**config.mk**
```make
export PLATFORM = sky130hd
export DESIGN_NAME = tag_tx_sweep
export DESIGN_NICKNAME = d
export VERILOG_FILES = /design/src/rtl/tag_tx_sweep.sv
export SDC_FILE = /design/constraint.sdc
export NUM_CORES = 1
export LEC_CHECK = 0
export ABC_AREA = 1
export CAP_MARGIN = 5
export CORE_ASPECT_RATIO = 1.1
export CORE_MARGIN = 5
export CORE_UTILIZATION = 30
export CTS_CLUSTER_DIAMETER = 120
export DETAILED_ROUTE_END_ITERATION = 7
export DONT_BUFFER_PORTS = 1
export RECOVER_POWER = 50
export SLEW_MARGIN = 10
export SYNTH_ARGS = -nofsm -noshare
export SYNTH_HDL_FRONTEND = slang
export SYNTH_SLANG_ARGS = --single-unit
```
**constraint.sdc**
```tcl
create_clock -name clk -period 3.7 [get_ports clk]
set_input_delay 0.74 -clock clk [delete_from_list [all_inputs] [get_ports clk]]
set_output_delay 0.74 -clock clk [all_outputs]
set_load 0.005 [all_outputs]
```
**src/rtl/tag_tx_sweep.sv**
```systemverilog
// Stepped-frequency TX phase scheduler: emits one DDS phase word per beat over
// NSYMB symbols of NSIG samples, with optional blanked gaps between sweeps.
module tag_tx_sweep #(
  parameter int                     PHASE_WIDTH  = 24,
  parameter int                     NSYMB_WIDTH  = 16,
  parameter int                     NSWEEP_WIDTH = 8,
  parameter int                     NSYMB        = 512,
  parameter int                     NSIG         = 32768,
  parameter int                     GAP_LEN      = 0,
  parameter logic [PHASE_WIDTH-1:0] START_PH     = '0,
  parameter logic [PHASE_WIDTH-1:0] START_PH_INC = '0,
  parameter int                     DPH_INC      = -16384,
  parameter logic [PHASE_WIDTH-1:0] NPH_SHIFT    = '0
) (
  input  logic                    clk,
  input  logic                    reset,
  input  logic                    srst,
  input  logic                    start,
  input  logic                    stop,
  input  logic [NSWEEP_WIDTH-1:0] nsweeps,
  output logic [PHASE_WIDTH-1:0]  phase_tdata,
  output logic                    phase_tvalid,
  output logic                    phase_tlast,
  input  logic                    phase_tready,
  output logic                    tx_gate,
  output logic [NSYMB_WIDTH-1:0]  symb_idx,
  output logic [PHASE_WIDTH-1:0]  samp_idx,
  output logic [NSWEEP_WIDTH-1:0] sweep_cnt,
  output logic                    busy,
  output logic                    sweep_done,
  output logic [1:0]              dbg_state
);

  typedef enum logic [1:0] {
    S_IDLE  = 2'd0,
    S_SWEEP = 2'd1,
    S_GAP   = 2'd2
  } state_e;

  localparam logic [PHASE_WIDTH-1:0] NSIG_W  = PHASE_WIDTH'(NSIG);
  localparam logic [PHASE_WIDTH-1:0] GAP_W   = PHASE_WIDTH'(GAP_LEN);
  localparam logic [PHASE_WIDTH-1:0] DPH_W   = PHASE_WIDTH'(DPH_INC);
  localparam logic [NSYMB_WIDTH-1:0] NSYMB_W = NSYMB_WIDTH'(NSYMB);
  localparam logic [PHASE_WIDTH-1:0] ONE_PH  = PHASE_WIDTH'(1);
  localparam logic [NSYMB_WIDTH-1:0] ONE_SY  = NSYMB_WIDTH'(1);

  state_e                    state_q, state_d;
  logic [PHASE_WIDTH-1:0]    phase_q, phase_d;
  logic [PHASE_WIDTH-1:0]    inc_q, inc_d;
  logic [PHASE_WIDTH-1:0]    sphase_q, sphase_d;
  logic [PHASE_WIDTH-1:0]    samp_q, samp_d;
  logic [NSYMB_WIDTH-1:0]    symb_q, symb_d;
  logic [NSWEEP_WIDTH-1:0]   sweep_cnt_q, sweep_cnt_d;
  logic [NSWEEP_WIDTH-1:0]   nsweeps_q, nsweeps_d;
  logic                      stop_q, stop_d;
  logic                      done_q, done_d;

  logic                      beat;
  logic                      last_samp;
  logic                      last_symb;
  logic                      sweep_end;
  logic                      gap_end;
  logic                      stop_req;
  logic                      halt_cnt;
  logic [NSWEEP_WIDTH-1:0]   cnt_inc;

  // Handshake: a beat is phase_tvalid && phase_tready. Valid is a pure function
  // of state, and tdata/tlast/tx_gate come only from registers that change on a
  // beat, so the word holds steady while the DDS stalls; only reset drops valid.
  assign beat      = phase_tvalid && phase_tready;
  assign last_samp = (samp_q == NSIG_W);
  assign last_symb = (symb_q == NSYMB_W);
  assign sweep_end = (state_q == S_SWEEP) && beat && last_samp && last_symb;
  assign gap_end   = (state_q == S_GAP) && beat && (samp_q == GAP_W);
  assign stop_req  = stop_q || stop;
  assign cnt_inc   = sweep_cnt_q + 1'b1;
  assign halt_cnt  = (nsweeps_q != '0) && (cnt_inc == nsweeps_q);

  // State and datapath register.
  always_ff @(posedge clk) begin
    if (reset || srst) begin
      state_q     <= S_IDLE;
      phase_q     <= '0;
      inc_q       <= '0;
      sphase_q    <= '0;
      samp_q      <= ONE_PH;
      symb_q      <= ONE_SY;
      sweep_cnt_q <= '0;
      nsweeps_q   <= '0;
      stop_q      <= 1'b0;
      done_q      <= 1'b0;
    end else begin
      state_q     <= state_d;
      phase_q     <= phase_d;
      inc_q       <= inc_d;
      sphase_q    <= sphase_d;
      samp_q      <= samp_d;
      symb_q      <= symb_d;
      sweep_cnt_q <= sweep_cnt_d;
      nsweeps_q   <= nsweeps_d;
      stop_q      <= stop_d;
      done_q      <= done_d;
    end
  end

  // Next-state logic.
  always_comb begin
    state_d = state_q;
    case (state_q)
      S_IDLE: begin
        if (start) state_d = S_SWEEP;
      end
      S_SWEEP: begin
        if (sweep_end) begin
          if (stop_req || halt_cnt) state_d = S_IDLE;
          else if (GAP_LEN > 0)     state_d = S_GAP;
          else                      state_d = S_SWEEP;
        end
      end
      S_GAP: begin
        if (gap_end) state_d = stop_req ? S_IDLE : S_SWEEP;
      end
      default: state_d = S_IDLE;
    endcase
  end

  // Datapath next values; the schedule reloads at each sweep end so a gap or
  // back-to-back sweep resumes from symbol 1 without extra bookkeeping.
  always_comb begin
    phase_d     = phase_q;
    inc_d       = inc_q;
    sphase_d    = sphase_q;
    samp_d      = samp_q;
    symb_d      = symb_q;
    sweep_cnt_d = sweep_cnt_q;
    nsweeps_d   = nsweeps_q;
    stop_d      = stop_q;
    done_d      = 1'b0;
    case (state_q)
      S_IDLE: begin
        stop_d = 1'b0;
        if (start) begin
          phase_d     = START_PH;
          inc_d       = START_PH_INC;
          sphase_d    = START_PH;
          samp_d      = ONE_PH;
          symb_d      = ONE_SY;
          sweep_cnt_d = '0;
          nsweeps_d   = nsweeps;
        end
      end
      S_SWEEP: begin
        if (stop) stop_d = 1'b1;
        if (beat) begin
          if (!last_samp) begin
            phase_d = phase_q + inc_q;
            samp_d  = samp_q + 1'b1;
          end else if (!last_symb) begin
            samp_d   = ONE_PH;
            symb_d   = symb_q + 1'b1;
            inc_d    = inc_q + DPH_W;
            sphase_d = sphase_q - NPH_SHIFT;
            phase_d  = sphase_q - NPH_SHIFT;
          end else begin
            done_d      = 1'b1;
            sweep_cnt_d = cnt_inc;
            phase_d     = START_PH;
            inc_d       = START_PH_INC;
            sphase_d    = START_PH;
            samp_d      = ONE_PH;
            symb_d      = ONE_SY;
          end
        end
      end
      S_GAP: begin
        if (stop) stop_d = 1'b1;
        if (beat) samp_d = gap_end ? ONE_PH : samp_q + 1'b1;
      end
      default: ;
    endcase
    if ((state_d == S_IDLE) && (state_q != S_IDLE)) stop_d = 1'b0;
  end

  // Output decode.
  always_comb begin
    phase_tvalid = (state_q != S_IDLE);
    busy         = (state_q != S_IDLE);
    tx_gate      = (state_q == S_SWEEP);
    phase_tdata  = (state_q == S_SWEEP) ? phase_q : '0;
    phase_tlast  = (state_q == S_SWEEP) && last_samp;
    symb_idx     = symb_q;
    samp_idx     = samp_q;
    sweep_cnt    = sweep_cnt_q;
    sweep_done   = done_q;
    dbg_state    = state_q;
  end

endmodule

```
==> summary.md <==
| Metric | Value |
|---|---|
| Peak Freq | `between 300 and 400 MHz` |
| Leak Pwr | `just under 3 nW` |
| Vias per Instance | `~4.9` |
| Synth warn | `0` |
| Tcrit/Tclk final | `86.88%` |
| Syn nets | `920` |
| Final Max Slew Viols | `0` |
| First-pass GRT wire length | `27480 µm` |
| Layout cell share with drive strength beyond 1 | `under 10%` |
| Post-CTS setup buffers | `0` |
| Final cell count without fillers | `approximately 1200` |
| Fillers | `~2100` |
| Yosys reg bits | `approximately 120` |
| Antenna diodes | `0` |
| Grt met2 use | `a little under a quarter` |
| Total wire length | `16970 µm` |
| Maximum VDD drop | `~0.00029 V` |
| Synth-to-layout area growth | `13.63%` |
| Critical path class | `register to register` |
| Average wire per cell in the routed design | `between 10 and 15 µm` |
| Power per Cell Area | `around 460 nW/µm²` |
| Setup TNS | `0 ns` |
| Clk buf depth | `2` |
| Syn_area_per_cell | `around 7.0 µm²` |
| CTS tree | `built` |
| Final setup fails | `0` |
| Worst Hold Class | `register to register` |
| Nets | `919` |
| Multi-input gate area | `~3100 µm²` |
| Initial antenna violation count | `0` |
| TritonCTS buffer count | `17` |
| Worst-Margin Slew | `~0.76 ns` |
| Met3 usage | `~5%` |
| Core area | `about 20000 µm²` |
| Worst slew margin | `49.13%` |
| Starting Density | `between 30% and 40%` |
| Gr busiest metal | `met2` |
| Placed Cells | `between 1000 and 1500` |
| Distinct cells, synth | `47` |
| Register area share after synthesis | `a little under two fifths` |
| Crit start category | `register` |
| Gpl congestion | `0.8471` |
| Unrepaired setup endpoints after global routing | `false` |
| PostCTS Resize Cnt | `0` |
| DP HPWL | `between 10000 and 15000 µm` |
| Std cell rows | `55` |
| WP data arrival | `~3.5 ns` |
| Critical Path RT | `around 4 ns` |
| Clock sink count | `roughly 120` |
| CTS Hold Buffers Added | `0` |
| Critical path peak fanout | `46` |
| Post-Synthesis Cells | `around 900` |
| Vias | `5642` |
| CTS root buffer | `clkbuf_16` |
| Clock slew at reported path FFs | `about 0.06 ns` |
| Synth Flop Type | `dfxtp_1` |
| DRT iter0 DRCs | `212` |
| Maxcap violations | `0` |
| Die Ht | `roughly 160 µm` |
| First drt pass iteration count | `7` |
| GR Util All Layers | `14.29%` |
| Fin crit period | `3.214 ns` |
| WHS | `0.4263 ns` |
| Drt drc | `0` |
| Worst clock skew | `just over 0.009 ns` |
| Routing usage on met1 | `about 17%` |
| Vias in the first global route | `about 5400` |
| Largest net degree at the start of global routing | `47` |
| Die width | `147.0 µm` |
| Async set-reset flop share out of synthesis | `0%` |
| Die area | `23630 µm²` |
| Synthesized cell area | `a little over 6000 µm²` |
| Hold violation count in the final report | `0` |
| Top Ports | `between 90 and 100` |
| H-tree levels | `4` |
| Storage element area | `roughly 2400 µm²` |
| Grt ovf | `0` |
| Port Buffer Count | `0` |
| Worst-Skew Late Latency | `approximately 0.42 ns` |
| Status | `finished clean` |
| Critical path endpoint category | `register` |
| Post-DRT Antenna Nets | `0` |
| Post-synth EDFFs | `0` |
## Yosys cell counts (3+ instances only)
library cell  number  area [µm²]
inv_1            144       540.5
nor3_1            27       135.1
o22ai_1            5       31.28
ha_1              19       237.7
a21oi_1           51       255.2
nand3_1           44       220.2
nand4_1           22       137.6
o211a_1            3       30.03
nor2_2             5       31.28
o21ai_1            8       40.04
nor2_1           111       416.7
o21ai_0           40       200.2
a221oi_1          11       96.34
buf_6              3       33.78
a211oi_1          14       105.1
o211ai_1           4       30.03
inv_2              8       30.03
a31oi_1            5       31.28
nand3_2            3       30.03
dfxtp_1          118        2362
xor2_1             8       70.07
xnor2_1            3       26.28
nor4_1            10       62.56
buf_2              8       40.04
buf_4              4       30.03
clkbuf_1          12       45.04
nand2_1          160       600.6
nor3b_1           10       75.07
nand2_4            3       33.78
## critical path: stages (launching register included)
cell,delay (ns)
dfxtp_1,0.46
inv_1,0.12
ha_1,0.22
inv_1,0.28
nand2_1,0.17
nor2_1,0.23
a21oi_2,0.11
nor2_8,0.39
nand2_4,0.12
nand2_4,0.45
inv_2,0.27
a31oi_1,0.20
a21oi_1,0.05
## cell usage in the layout, fill, tap and decap left out, types with 4 or more instances in the layout
cell and n:
a221oi_1 11, dfxtp_1 118, ha_1 19, inv_1 145
nand2_1 160, nor3b_1 10, nor2_2 5, clkbuf_16 17
nor3_1 27, nor4_1 10, o21ai_0 40, nand3_1 44
inv_6 5, o21ai_1 8, inv_2 7, clkinv_4 4
a211oi_1 14, nand4_1 22, o211ai_1 4, a31oi_1 5
nor2_1 111, buf_4 5, o22ai_1 5, xor2_1 8
a21oi_1 51
## registers in the layout, summed over array words and instances, names as in the netlist
| name | flops |
|---|---|
| dbg_state | 2 |
| sphase_q | 24 |
| sweep_cnt | 8 |
| nsweeps_q | 8 |
| inc_q | 10 |
| phase_q | 24 |
| sweep_done | 1 |
| samp_idx | 24 |
| stop_q | 1 |
| symb_idx | 16 |
## through the flow
| stage | worst slack [ns] | total power [mW] | utilization [%] | instance area [µm²] |
|---|---|---|---|---|
| final | 0.4855 | 3.245 | 34.45 | 7041 |
| after global routing | 0.2301 | 3.370 | 34.45 | 7041 |
| after CTS | 0.6313 | 3.281 | 34.49 | 7049 |
| after detailed placement | 0.6422 | 1.521 | 31.42 | 6422 |
| after global placement | 0.6747 | 1.520 | 31.42 | 6422 |
| after floorplan | 1.539 | 1.482 | - | 6196 |
## routing by layer
layer | wire (µm) | share of wire [%]
met1 | 7773 | 46
met4 | 215 | 1.3
met5 | 0 | 0
met3 | 1066 | 6.3
met2 | 7919 | 47
## final timing paths
| check | cells past startpoint | slack (ns) | from | endpoint |
|---|---|---|---|---|
| setup / recovery | 12 | 0.49 | dbg_state[1] | sweep_cnt[4] |
| hold / removal | 2 | 0.43 | sphase_q[15] | sphase_q[15] |
| setup reg to reg | 12 | 0.49 | dbg_state[1] | sweep_cnt[4] |
| hold reg to reg | 2 | 0.43 | sphase_q[15] | sphase_q[15] |
## cells by family after synthesis
kind of cell	share of synthesized area, %
AO/OA/AOI/OAI	14.66
adder cells (fa/ha/maj)	3.837
buffers and inverters	11.71
XOR/XNOR	1.555
flip-flops	38.13
AND/OR/NAND/NOR	30.11
## power breakdown
part | switching (mW) | internal, mW
sequential | 0.0198 | 1.29
combinational | 0.133 | 0.0518
clock | 0.657 | 1.10
total | 0.810 | 2.43
## area by class of cell
class | count | area share [%]
multi-input cells | 589 | 44.14
flip-flops and latches | 118 | 33.55
inverters | 153 | 8.193
clock buffers | 18 | 6.238
well taps | 256 | 4.549
clock inverters | 14 | 2.666
repair buffers | 7 | 0.6575
No activity file was read; power rests on OpenSTA's default activity.
